--- src/rtl/uart_rx_buffer_ctrl.sv ---
// UART receive buffer controller: checks parity and framing on each assembled
// byte, queues {frame_err, parity_err, data} in a FIFO, raises level and
// idle-timeout interrupts, and supervises the Rx FSM with a watchdog.
module uart_rx_buffer_ctrl #(
  parameter int unsigned DEPTH         = 16,
  parameter int unsigned AW            = 4,
  parameter int unsigned LEVEL_TH      = 8,
  parameter int unsigned TIMEOUT_TICKS = 640,
  parameter int unsigned WDG_TICKS     = 256
) (
  input  logic          clk,
  input  logic          rst,
  input  logic          acq_tick_i,
  input  logic [4:0]    state_i,
  input  logic          byte_valid_i,
  input  logic [7:0]    byte_data_i,
  input  logic          parity_bit_i,
  input  logic          stop_bit_i,
  input  logic          parity_enable_i,
  input  logic          parity_odd_i,
  input  logic          rd_en_i,
  output logic [9:0]    rd_data_o,
  output logic          empty_o,
  output logic          full_o,
  output logic [AW:0]   level_o,
  output logic          overrun_o,
  input  logic          overrun_clr_i,
  output logic          irq_level_o,
  output logic          irq_timeout_o,
  output logic          wdg_rst_o
);

  localparam int unsigned LW = AW + 1;
  localparam int unsigned DW = 10;
  localparam int unsigned TW = $clog2(TIMEOUT_TICKS + 1);
  localparam int unsigned WW = $clog2(WDG_TICKS + 1);

  localparam logic [4:0]    ST_INTERVAL = 5'b00001;
  localparam logic [LW-1:0] DEPTH_L     = LW'(DEPTH);
  localparam logic [LW-1:0] LEVEL_TH_L  = LW'(LEVEL_TH);
  localparam logic [TW-1:0] TIMEOUT_L   = TW'(TIMEOUT_TICKS);
  localparam logic [WW-1:0] WDG_LAST_L  = WW'(WDG_TICKS - 1);

  // Storage and registered state
  logic [DW-1:0] mem_q [DEPTH];
  logic [AW-1:0] wptr_q, wptr_d;
  logic [AW-1:0] rptr_q, rptr_d;
  logic [LW-1:0] level_q, level_d;
  logic          empty_q, empty_d;
  logic          full_q, full_d;
  logic          overrun_q, overrun_d;
  logic [DW-1:0] rd_data_q, rd_data_d;
  logic [TW-1:0] tmo_cnt_q, tmo_cnt_d;
  logic          irq_tmo_q, irq_tmo_d;
  logic [WW-1:0] wdg_cnt_q, wdg_cnt_d;
  logic          wdg_rst_q, wdg_rst_d;

  // Combinational helpers
  logic          parity_err_c;
  logic          frame_err_c;
  logic [DW-1:0] entry_c;
  logic          rd_accept_c;
  logic          wr_accept_c;
  logic          overrun_set_c;
  logic          in_interval_c;
  logic          state_legal_c;

  // Frame status checks on the incoming byte
  always_comb begin
    parity_err_c = 1'b0;
    frame_err_c  = 1'b0;
    entry_c      = '0;
    parity_err_c = parity_enable_i & ((^byte_data_i ^ parity_bit_i) != parity_odd_i);
    frame_err_c  = ~stop_bit_i;
    entry_c      = {frame_err_c, parity_err_c, byte_data_i};
  end

  // Handshake decisions; a read at full frees the slot the concurrent write uses
  always_comb begin
    rd_accept_c   = 1'b0;
    wr_accept_c   = 1'b0;
    overrun_set_c = 1'b0;
    in_interval_c = 1'b0;
    state_legal_c = 1'b0;
    rd_accept_c   = rd_en_i & ~empty_q;
    wr_accept_c   = byte_valid_i & (~full_q | rd_accept_c);
    overrun_set_c = byte_valid_i & full_q & ~rd_accept_c;
    in_interval_c = (state_i == ST_INTERVAL);
    state_legal_c = $onehot(state_i);
  end

  // FIFO pointer, level, flag and read-data next state
  always_comb begin
    wptr_d    = wptr_q;
    rptr_d    = rptr_q;
    level_d   = level_q;
    empty_d   = empty_q;
    full_d    = full_q;
    overrun_d = overrun_q;
    rd_data_d = rd_data_q;

    if (wr_accept_c) begin
      wptr_d = wptr_q + AW'(1);
    end
    if (rd_accept_c) begin
      rptr_d    = rptr_q + AW'(1);
      rd_data_d = mem_q[rptr_q];
    end

    level_d = level_q + LW'(wr_accept_c) - LW'(rd_accept_c);
    empty_d = (level_d == '0);
    full_d  = (level_d == DEPTH_L);

    // Set wins over a same-cycle clear
    if (overrun_set_c) begin
      overrun_d = 1'b1;
    end else if (overrun_clr_i) begin
      overrun_d = 1'b0;
    end
  end

  // Idle timeout: counts acq ticks while data waits and the line is idle
  always_comb begin
    tmo_cnt_d = tmo_cnt_q;
    irq_tmo_d = 1'b0;
    if (wr_accept_c || rd_accept_c || (level_q == '0) || !in_interval_c) begin
      tmo_cnt_d = '0;
    end else if (acq_tick_i && (tmo_cnt_q != TIMEOUT_L)) begin
      tmo_cnt_d = tmo_cnt_q + TW'(1);
    end
    irq_tmo_d = (tmo_cnt_d == TIMEOUT_L);
  end

  // Watchdog: hang outside INTERVAL pulses a reset; illegal codes hold it high
  always_comb begin
    wdg_cnt_d = wdg_cnt_q;
    wdg_rst_d = 1'b0;
    if (!state_legal_c) begin
      wdg_cnt_d = '0;
      wdg_rst_d = 1'b1;
    end else if (in_interval_c) begin
      wdg_cnt_d = '0;
    end else if (acq_tick_i) begin
      if (wdg_cnt_q == WDG_LAST_L) begin
        wdg_cnt_d = '0;
        wdg_rst_d = 1'b1;
      end else begin
        wdg_cnt_d = wdg_cnt_q + WW'(1);
      end
    end
  end

  // FIFO storage; contents are discarded on reset by clearing the pointers
  always_ff @(posedge clk) begin
    if (wr_accept_c) begin
      mem_q[wptr_q] <= entry_c;
    end
  end

  // State registers
  always_ff @(posedge clk or negedge rst) begin
    if (!rst) begin
      wptr_q    <= '0;
      rptr_q    <= '0;
      level_q   <= '0;
      empty_q   <= 1'b1;
      full_q    <= 1'b0;
      overrun_q <= 1'b0;
      rd_data_q <= '0;
      tmo_cnt_q <= '0;
      irq_tmo_q <= 1'b0;
      wdg_cnt_q <= '0;
      wdg_rst_q <= 1'b0;
    end else begin
      wptr_q    <= wptr_d;
      rptr_q    <= rptr_d;
      level_q   <= level_d;
      empty_q   <= empty_d;
      full_q    <= full_d;
      overrun_q <= overrun_d;
      rd_data_q <= rd_data_d;
      tmo_cnt_q <= tmo_cnt_d;
      irq_tmo_q <= irq_tmo_d;
      wdg_cnt_q <= wdg_cnt_d;
      wdg_rst_q <= wdg_rst_d;
    end
  end

  // Output mapping
  assign rd_data_o     = rd_data_q;
  assign empty_o       = empty_q;
  assign full_o        = full_q;
  assign level_o       = level_q;
  assign overrun_o     = overrun_q;
  assign irq_level_o   = (level_q >= LEVEL_TH_L);
  assign irq_timeout_o = irq_tmo_q;
  assign wdg_rst_o     = wdg_rst_q;

endmodule
--- config.mk ---
export PLATFORM = sky130hd
export DESIGN_NAME = uart_rx_buffer_ctrl
export DESIGN_NICKNAME = d
export VERILOG_FILES = /design/src/rtl/uart_rx_buffer_ctrl.sv
export SDC_FILE = /design/constraint.sdc
export NUM_CORES = 1
export LEC_CHECK = 0
export CELL_PAD_IN_SITES_DETAIL_PLACEMENT = 0
export CELL_PAD_IN_SITES_GLOBAL_PLACEMENT = 1
export CORE_MARGIN = 1.5
export CORE_UTILIZATION = 45
export CTS_CLUSTER_SIZE = 20
export DETAILED_ROUTE_END_ITERATION = 16
export PLACE_DENSITY = 0.8
export SKIP_CTS_REPAIR_TIMING = 1
export SLEW_MARGIN = 20
export SYNTH_ARGS = -nofsm -noshare
export SYNTH_HDL_FRONTEND = slang
export SYNTH_SLANG_ARGS = --single-unit
export TNS_END_PERCENT = 5
--- constraint.sdc ---
create_clock -name clk -period 4.08 [get_ports clk]
set_clock_uncertainty 0.15 [all_clocks]
set_input_delay 0.816 -clock clk [delete_from_list [all_inputs] [get_ports clk]]
set_output_delay 0.816 -clock clk [all_outputs]
set_load 0.05 [all_outputs]
Word level (Yosys, flattened, before mapping)
Memory sizes are Yosys's and may differ from the RTL's. A register that Yosys moved wholly into a read port is not among the register bits. Index checks and enable logic that the tools add are counted.

Bits in registers: 37. Memories: 1. Output and inout port bits: 21. Memory bits (writable): 160.

Eq/ne operators: 8. Multiplexer cells: 14. Add/subtract/negate cells: 10. $lt $le $gt $ge: 1. Bitwise logic cells: 11. Reductions and logical operators: 10.

Memories: mem_q (words 16, bits a word 10, rd ports 1, clocked after Yosys merged registers in 1, write ports 1, RTL line 45) `logic [DW-1:0] mem_q [DEPTH];`.

Operators by type and width (number): 9-bit 2-to-1 mux (4); 10-bit 2-to-1 mux (2); 10-bit by 1-bit adder with 10-bit output, second input constant (1); 10-bit equality test, second input constant (1); 5-bit logical NOT (2); 10-bit != test, second input constant (1); 9-bit by 1-bit adder with 9-bit output, second input constant (1); 9-bit by 8-bit equality test with 1-bit output, second input constant (1); 4-bit by 1-bit adder with 4-bit output, second input constant (2); 1-bit 2-to-1 mux (8); 8-bit XOR reduction (1); 5-bit by 1-bit adder with 5-bit output (1); 1-bit AND (5); 5-bit by 1-bit equality test with 1-bit output, second input constant (1); 5-bit equality test, second input constant (1); 5-bit by 4-bit greater-or-equal comparator with 1-bit output, second input constant (1); 5-bit by 1-bit subtractor with 5-bit output (1); 1-bit by 1-bit adder with 2-bit output (2); 1-bit NOT (4); 2-bit by 2-bit adder with 3-bit output (1); 3-bit by 1-bit adder with 3-bit output (1); 3-bit by 1-bit equality test with 1-bit output, second input constant (1); 1-bit logical OR (3); 3-bit != test, second input constant (1); other kinds (6) (7).

Depth between registers and ports, before layout
Gate-level depths: netlist of the first run.

Word-level depth: 9. Mapped depth: 13.

Worst setup path before layout of the first run
No wires, ideal clock.

Path type: input -> register. Start point: in rd_en_i. End point: reg full_q, in the netlist full_o. Setup time: 0.073 ns. Arrival time: 3.183 ns. Setup slack: 0.674 ns. Cell stages on the path: 11. Data required time: 3.857 ns. Path through: nand2b_1 clkbuf_1 a21boi_1 inv_1 ha_1 ha_1 inv_1 fa_1 inv_1 or4_1 nor2b_1.

Longest elaborated chain between the ends: 6.

Ends and longest elaborated chain: start, declared (RTL line 21) `input logic rd_en_i,`; 1-bit AND (*) (RTL line 85) `rd_accept_c = rd_en_i & ~empty_q;`; 1-bit OR (RTL line 86) `wr_accept_c = byte_valid_i & (~full_q | rd_accept_c);`; 1-bit AND (RTL line 86); 5-bit by 1-bit adder with 5-bit output (RTL line 110) `level_d = level_q + LW'(wr_accept_c) - LW'(rd_accept_c);`; 5-bit by 1-bit subtractor with 5-bit output (*) (RTL line 110); via level_d[1] (RTL line 48) `logic [LW-1:0] level_q, level_d;`; 5-bit equality test (*) (RTL line 112) `full_d = (level_d == DEPTH_L);`; via full_d (RTL line 50) `logic full_q, full_d;`; end signal, assigned (RTL line 179) `full_q <= full_d;`; end, declared (RTL line 50).

The timed path passes the listed nets; every way through them passes the cells marked *. A chain may end at the register's enable or synchronous reset.

Worst setup path after layout of the first run
Start point: in state_i[3]. End point: reg wdg_cnt_q[5].

Longest elaborated chain between the ends: 5. Elaborated cells on any way between the ends: 8.

Ends and longest elaborated chain: start, declared (RTL line 14) `input logic [4:0] state_i,`; 1-bit by 1-bit adder with 2-bit output (implied by the code) (RTL line 89) `state_legal_c = $onehot(state_i);`; 2-bit by 2-bit adder with 3-bit output (implied by the code) (RTL line 89); 3-bit by 1-bit adder with 3-bit output (implied by the code) (RTL line 89); 3-bit by 1-bit equality test with 1-bit output (RTL line 89); 3-bit != test (no source line) / 9-bit 2-to-1 mux (equally long branches); end signal, assigned (RTL line 184) `wdg_cnt_q <= wdg_cnt_d;`; end, declared (RTL line 55) `logic [WW-1:0] wdg_cnt_q, wdg_cnt_d;`.

Several ways; a longest one is shown, not always the timed one.

==> out/results.txt, run 1 <==
fill cell count: 1,502
Power, Total: 7210 uW
Placer Congestion: 0.782
Final ANT Viol Nets: 0
Post-route DRC: 0
Cell Rows: 50
crit path cell chain: clkdlybuf4s50_1 -> fa_1 -> fa_1 -> ha_1 -> nor3b_1 -> and2_1 -> o211ai_1 -> nor3b_1 -> a21o_1
WP buf/inv: 1
Global Route Usage Sum: 0.173
Synth top cells by count: 160 x edfxtp_1, 46 x dfrtp_1, 29 x mux4_2, 27 x nor2_1, 23 x xnor2_1
first-pass GRT wire length: 26,600 um
Die Y: 142 um
total die area: 0.0203 mm2
vias per cell: 5.44
initial core utilization: 0.463
CP top delay family: adder cells
FF-to-FF path depth: 11
R2R setup slack: 1.25 ns
MaxCap Viol Count: 0
Tightest Pin Transition: 0.746 ns
CP Capture Type: flop
synthesized area per cell: 17.4 um2
outcome: finished, final reports clean
Storage cell area: 0.00598 mm2
Fin Setup TNS: 0 ns
Clk Latency, worst-skew pair: 0.51 ns
Yosys warning total: 0
M2 GR Usage: 0.300
vias in the first global route: 4,947
post-synth net total: 546
num ports: 44
GR peak layer: met2
Clock Sinks: 207
Max IR drop VDD: 0.537 mV
Max-Slew Margin vs Limit: 0.502
Detailed Route WL: 16,600 um
CTS Buf Count: 22
TritonCTS clock tree: done
drt pass-1 iters: 4
chip width: 142 um
core box area: 0.0189 mm2
1st-iter DRT viols: 274
antenna violations before repair: 0
crit path kind: input port to flop
RSZ-0062 raised after global routing: no
Main synth FF type: edfxtp_1
CP required: 4.36 ns
most common cell in the netlist: edfxtp_1
Hold Crit Class: input port to asynchronous set/reset pin
Post-synth EDFFs: 160
Post-Synthesis Cells: 502
Tmin final: 3.32 ns
clock-pin slew on the worst setup and hold paths: 0.06 ns
Worst R2R End: full_o
Syn Std Cell Area: 0.00874 mm2
Reg-to-Reg Start: empty_o
slowest CP cell: clkdlybuf4s50_1
post-synth top area cell: edfxtp_1
M1 GR Usage: 0.229
WL/cell: 19.5 um
CTS Buffer Depth: 3
startpoint types: input port
pwr/cell area: 695 mW/mm2
GR Layer Usage met3: 0.0266
fin crit share: 0.815
antenna cell count: 0
area of the multi-input gates: 0.00254 mm2
Worst EP arrival: 3.60 ns
Yosys cell types: 51
IO Port Bufs: 43
HPWL after detailed placement: 10,500 um
top area cells in the synthesized netlist: edfxtp_1 55%, dfrtp_1 13%, mux4_2 7.5%, mux4_1 3.3%, ha_1 2.6%
Overflow after GRT: 0
endpoints failing setup: 0
CTS root buffer: clkbuf_16
Synth async-reset ratio: 0.227
CP Depth: 9
sequential share of the synthesized area: 0.685
routed vias: 4,617
Synth top area share: 0.550
fmax: 301 MHz
Seq cells post-synth: 207
critical path fanouts, max: 7
Leakage: 0.00368 uW
layout cells sized above 1: 0.185
H-tree Lvls: 1
largest net degree at the start of global routing: 48
Slew Limit Fails: 0
Fin. Hold Viols: 0
Area Growth Syn to Fin: 18.7%
# nets final: 617
CP max stage delay: 0.52 ns
==> metrics by stage <==
step                hold slack, ns  worst slack, ns   util  cells  area, um2
floorplan                    0.299            0.674      -    502       8740
global placement             0.349            0.327  0.506    809       9570
detailed placement           0.341            0.248  0.506    809       9570
CTS                          0.358            0.750  0.549    849      10400
global route                 0.227            0.598  0.549    849      10400
finish                       0.183            0.755  0.549    849      10400
==> cells by family (layout without fill, tap and decap cells) <==
| logic type | after synthesis | after routing | share of synthesized area |
|---|---|---|---|
| AO/OA/AOI/OAI | 38 | 38 | 0.0326 |
| XOR/XNOR | 28 | 28 | 0.0281 |
| adder cells (fa/ha/maj) | 21 | 21 | 0.0326 |
| buffers and inverters | 42 | 129 | 0.0242 |
| flip-flops | 207 | 207 | 0.685 |
| multiplexers | 62 | 62 | 0.134 |
| AND/OR/NAND/NOR | 104 | 104 | 0.0634 |
==> worst register-to-register path, delay by kind of cell, from the launching register on <==
kind                       cells  cell delay (ns)
DFF                            1             0.52
adders and majority gates      2             0.48
buffers and inverters          3             0.51
and+or+nand+nor                3             0.68
xor gates and xnor gates       1             0.09
AOI/OAI and AO/OA              2             0.34
==> cell type report <==
class | instances | area share
clock buffers | 25 | 0.0542
clock inverters | 15 | 0.0230
inverters | 18 | 0.00651
multi-input cells | 253 | 0.245
flip-flops and latches | 207 | 0.577
well taps | 260 | 0.0314
repair buffers | 71 | 0.0627
==> registers in the layout, summed over array words and instances, names as in the netlist, 4 cells and up <==
name,cells
tmo_cnt_q,10
rptr_q,4
wdg_cnt_q,9
wptr_q,4
rd_data_o,10
mem_q,160
level_o,5
==> worst max path at each step <==
stage | start | to | slack [ns]
CTS | state_i[0] | wdg_cnt_q[5] | 0.75
global placement | state_i[0] | wdg_cnt_q[3] | 0.33
global route | state_i[0] | wdg_cnt_q[3] | 0.60
floorplan | rd_en_i | full_o | 0.67
finish | state_i[3] | wdg_cnt_q[5] | 0.76
detailed placement | state_i[0] | wdg_cnt_q[5] | 0.25
==> layout by cell type (no fill, tap or decap), drive strengths merged, types with 6 or more instances in the layout <==
master,instances
clkbuf,25
mux2i,12
nand3,7
buf,29
nand4,7
bufinv,6
mux2,10
nor3,16
nand2,20
clkdlybuf4s50,42
clkinv,7
inv,19
ha,18
dfrtp,46
mux4,40
a221o,10
edfxtp,160
nor2,27
xnor2,23
o21ai,6
==> layer usage <==
layer,up-vias,part of all wire
met4,0,0.022
li1,2105,-
met1,2354,0.43
met5,-,0
met3,25,0.054
met2,133,0.50
==> where the power goes <==
part,switching (uW),internal (uW),total [uW]
logic,1200,993,2200
clock network,795,1380,2170
registers,235,2600,2840
total,2230,4970,7210
Power figures use the tool's default switching activity.
==> run 2, diff against run 1 <==
Settings changed: PLACE_DENSITY 0.8 to 0.82.
Clock period 4.08 ns to 2.85 ns, I/O delays scaled along.
==> run 2 against run 1 <==
Hold slack gained 0.16 ns. Largest cell class unchanged. Wire length grew 0.87%. Largest power group unchanged. Critical path depth is the same. Critical endpoint is now wdg_cnt_q[3].
==> out/results.txt, run 2 (synthesized netlist as in run 1, its figures left out) <==
outcome: finished, final reports clean
pwr/cell area: 956 mW/mm2 (+38%)
largest net degree at the start of global routing: 44 (-8.3%)
fin crit share: 0.967
fmax: 363 MHz
TritonCTS clock tree: done
Detailed Route WL: 16,700 um (+0.87%)
CP Capture Type: flop
Global Route Usage Sum: 0.170 (-0.00284)
WP buf/inv: 1 (unchanged)
first-pass GRT wire length: 26,400 um (-0.73%)
sequential share of power: 0.402 (+0.008)
total die area: 0.0203 mm2 (unchanged)
Internal Pwr Total: 6780 uW (+36%)
Fin Setup TNS: 0 ns (unchanged)
num ports: 44 (unchanged)
CTS root buffer: clkbuf_16
critical path's most frequent cell: fa_1
Final ANT Viol Nets: 0 (unchanged)
clock network fraction of design power: 0.268 (-0.033)
drt pass-1 iters: 4 (unchanged)
antenna violations before repair: 0 (unchanged)
P_sw: 3160 uW (+42%)
core box area: 0.0189 mm2 (unchanged)
Comb power frac: 0.330 (+0.025)
fill cell count: 1,516 (+0.93%)
routed vias: 4,661 (+0.95%)
Max-Slew Margin vs Limit: 0.544 (+0.0419)
clock-pin slew on the worst setup and hold paths: 0.06 ns (about the same)
vias per cell: 5.41 (-0.57%)
1st-iter DRT viols: 291 (+6.2%)
CP max stage delay: 0.49 ns (-0.03 ns)
WL/cell: 19.4 um (-0.65%)
CP top delay family: adder cells
crit path cell chain: clkdlybuf4s50_1 -> fa_1 -> fa_1 -> ha_1 -> nor3b_2 -> and2_4 -> o211ai_1 -> nor3b_1 -> a21o_1
Area Growth Syn to Fin: 19.0%
H-tree Lvls: 1 (unchanged)
antenna cell count: 0 (unchanged)
critical path fanouts, max: 3 (-4)
placed cells: 823 (+1.7%)
Leakage: 0.00373 uW (+1.3%)
Clock Sinks: 207 (unchanged)
startpoint types: input port
Overflow after GRT: 0 (unchanged)
layout cells sized above 1: 0.203 (+0.0176)
MaxCap Viol Count: 0 (unchanged)
Tmin final: 2.75 ns
most common cell after layout, fill and taps aside: edfxtp_1
Clk Latency, worst-skew pair: 0.50 ns (about the same)
Cell Rows: 50 (unchanged)
Storage cell area: 0.00598 mm2 (unchanged)
largest register by flop count: mem_q
endpoints failing setup: 0 (unchanged)
Hold Crit Class: flop to flop
Hold Slack: 0.343 ns (+0.160 ns)
post-layout util: 0.550 (+0.00146)
CTS Buf Count: 21 (-4.5%)
RSZ-0062 raised after global routing: no
Worst EP arrival: 3.03 ns (-0.57 ns)
HPWL after detailed placement: 10,600 um (+0.76%)
max FFs per register: 160 (unchanged)
Placer Congestion: 0.808 (+3.3%)
Sw Ratio: 0.318 (+0.00811)
area of the multi-input gates: 0.00256 mm2 (+0.74%)
Die Y: 142 um (unchanged)
slowest CP cell: clkdlybuf4s50_1
# nets final: 631 (+2.3%)
CTS Buffer Depth: 3 (unchanged)
initial core utilization: 0.463 (unchanged)
Power, Total: 9940 uW (+38%)
Post-route DRC: 0 (unchanged)
commonest non-fill, non-tap cells in the layout: 160 x edfxtp_1, 45 x dfrtp_1, 40 x clkdlybuf4s50_1, 40 x buf_4, 29 x mux4_2
Tightest Pin Transition: 0.683 ns (-0.0629 ns)
Cell Count, Final, Fillers Out: 862 (+1.5%)
CP required: 3.12 ns (-1.24 ns)
Fin. Hold Viols: 0 (unchanged)
IO Port Bufs: 43 (unchanged)
vias in the first global route: 4,808 (-2.8%)
crit path kind: input port to flop
Slew Limit Fails: 0 (unchanged)
chip width: 142 um (unchanged)
Max IR drop VDD: 0.865 mV (+61%)
run 2: changes by cell type in the layout (fill, tap and decap cells not counted), moves of 2 or more:
cell,before,now
clkinv_1,3,1
dlymetal6s2s_1,0,2
clkbuf_8,0,4
clkbuf_1,3,7
bufinv_16,6,0
clkdlybuf4s50_1,42,40
buf_4,28,40
run 2: worst paths after layout:
kind / start / to / slack, ns / cells past startpoint
setup / recovery: state_i[3] / wdg_cnt_q[3] / 0.1 / 9
hold / removal: wdg_cnt_q[8] / wdg_rst_o / 0.34 / 1
setup reg to reg: empty_o / full_o / 0.20 / 12
hold reg to reg: wdg_cnt_q[8] / wdg_rst_o / 0.34 / 1
max in group asynchronous: rst / empty_o / 1.58 / 3
min in group asynchronous: rst / wdg_cnt_q[0] / 0.36 / 2
run 2: layer usage:
metal,up-vias,track usage,routed length [um]
met5,-,0,0
met4,0,0.0440,314
met3,27,0.0252,721
met2,107,0.297,8380
met1,2393,0.226,7310
li1,2134,-,-
run 2: power by group through the flow:
| stage | sequential, uW | combinational, uW | clock (uW) |
|---|---|---|---|
| 2_1_floorplan | 4370 | 2010 | 0 |
| 3_3_place_gp | 4020 | 3240 | 0 |
| 3_5_place_dp | 4040 | 3320 | 0 |
| 4_1_cts | 3990 | 3340 | 2720 |
| 5_1_grt | 4030 | 3540 | 2810 |
| 6_report | 4000 | 3280 | 2660 |
run 2: final cells by class:
cell class              count  area share
clock buffers              34      0.0632
flip-flops and latches    207       0.575
multi-input cells         253       0.247
inverters                  18     0.00650
well taps                 260      0.0313
repair buffers             86      0.0751
clock inverters             4     0.00217
run 2: stage by stage:
stage               setup slack, ns  cell area (um2)
finish                       0.0955            10400
global route                 0.0263            10400
CTS                        -0.00859            10400
detailed placement           -0.515             9700
global placement             -0.391             9700
floorplan                   -0.0571             8760
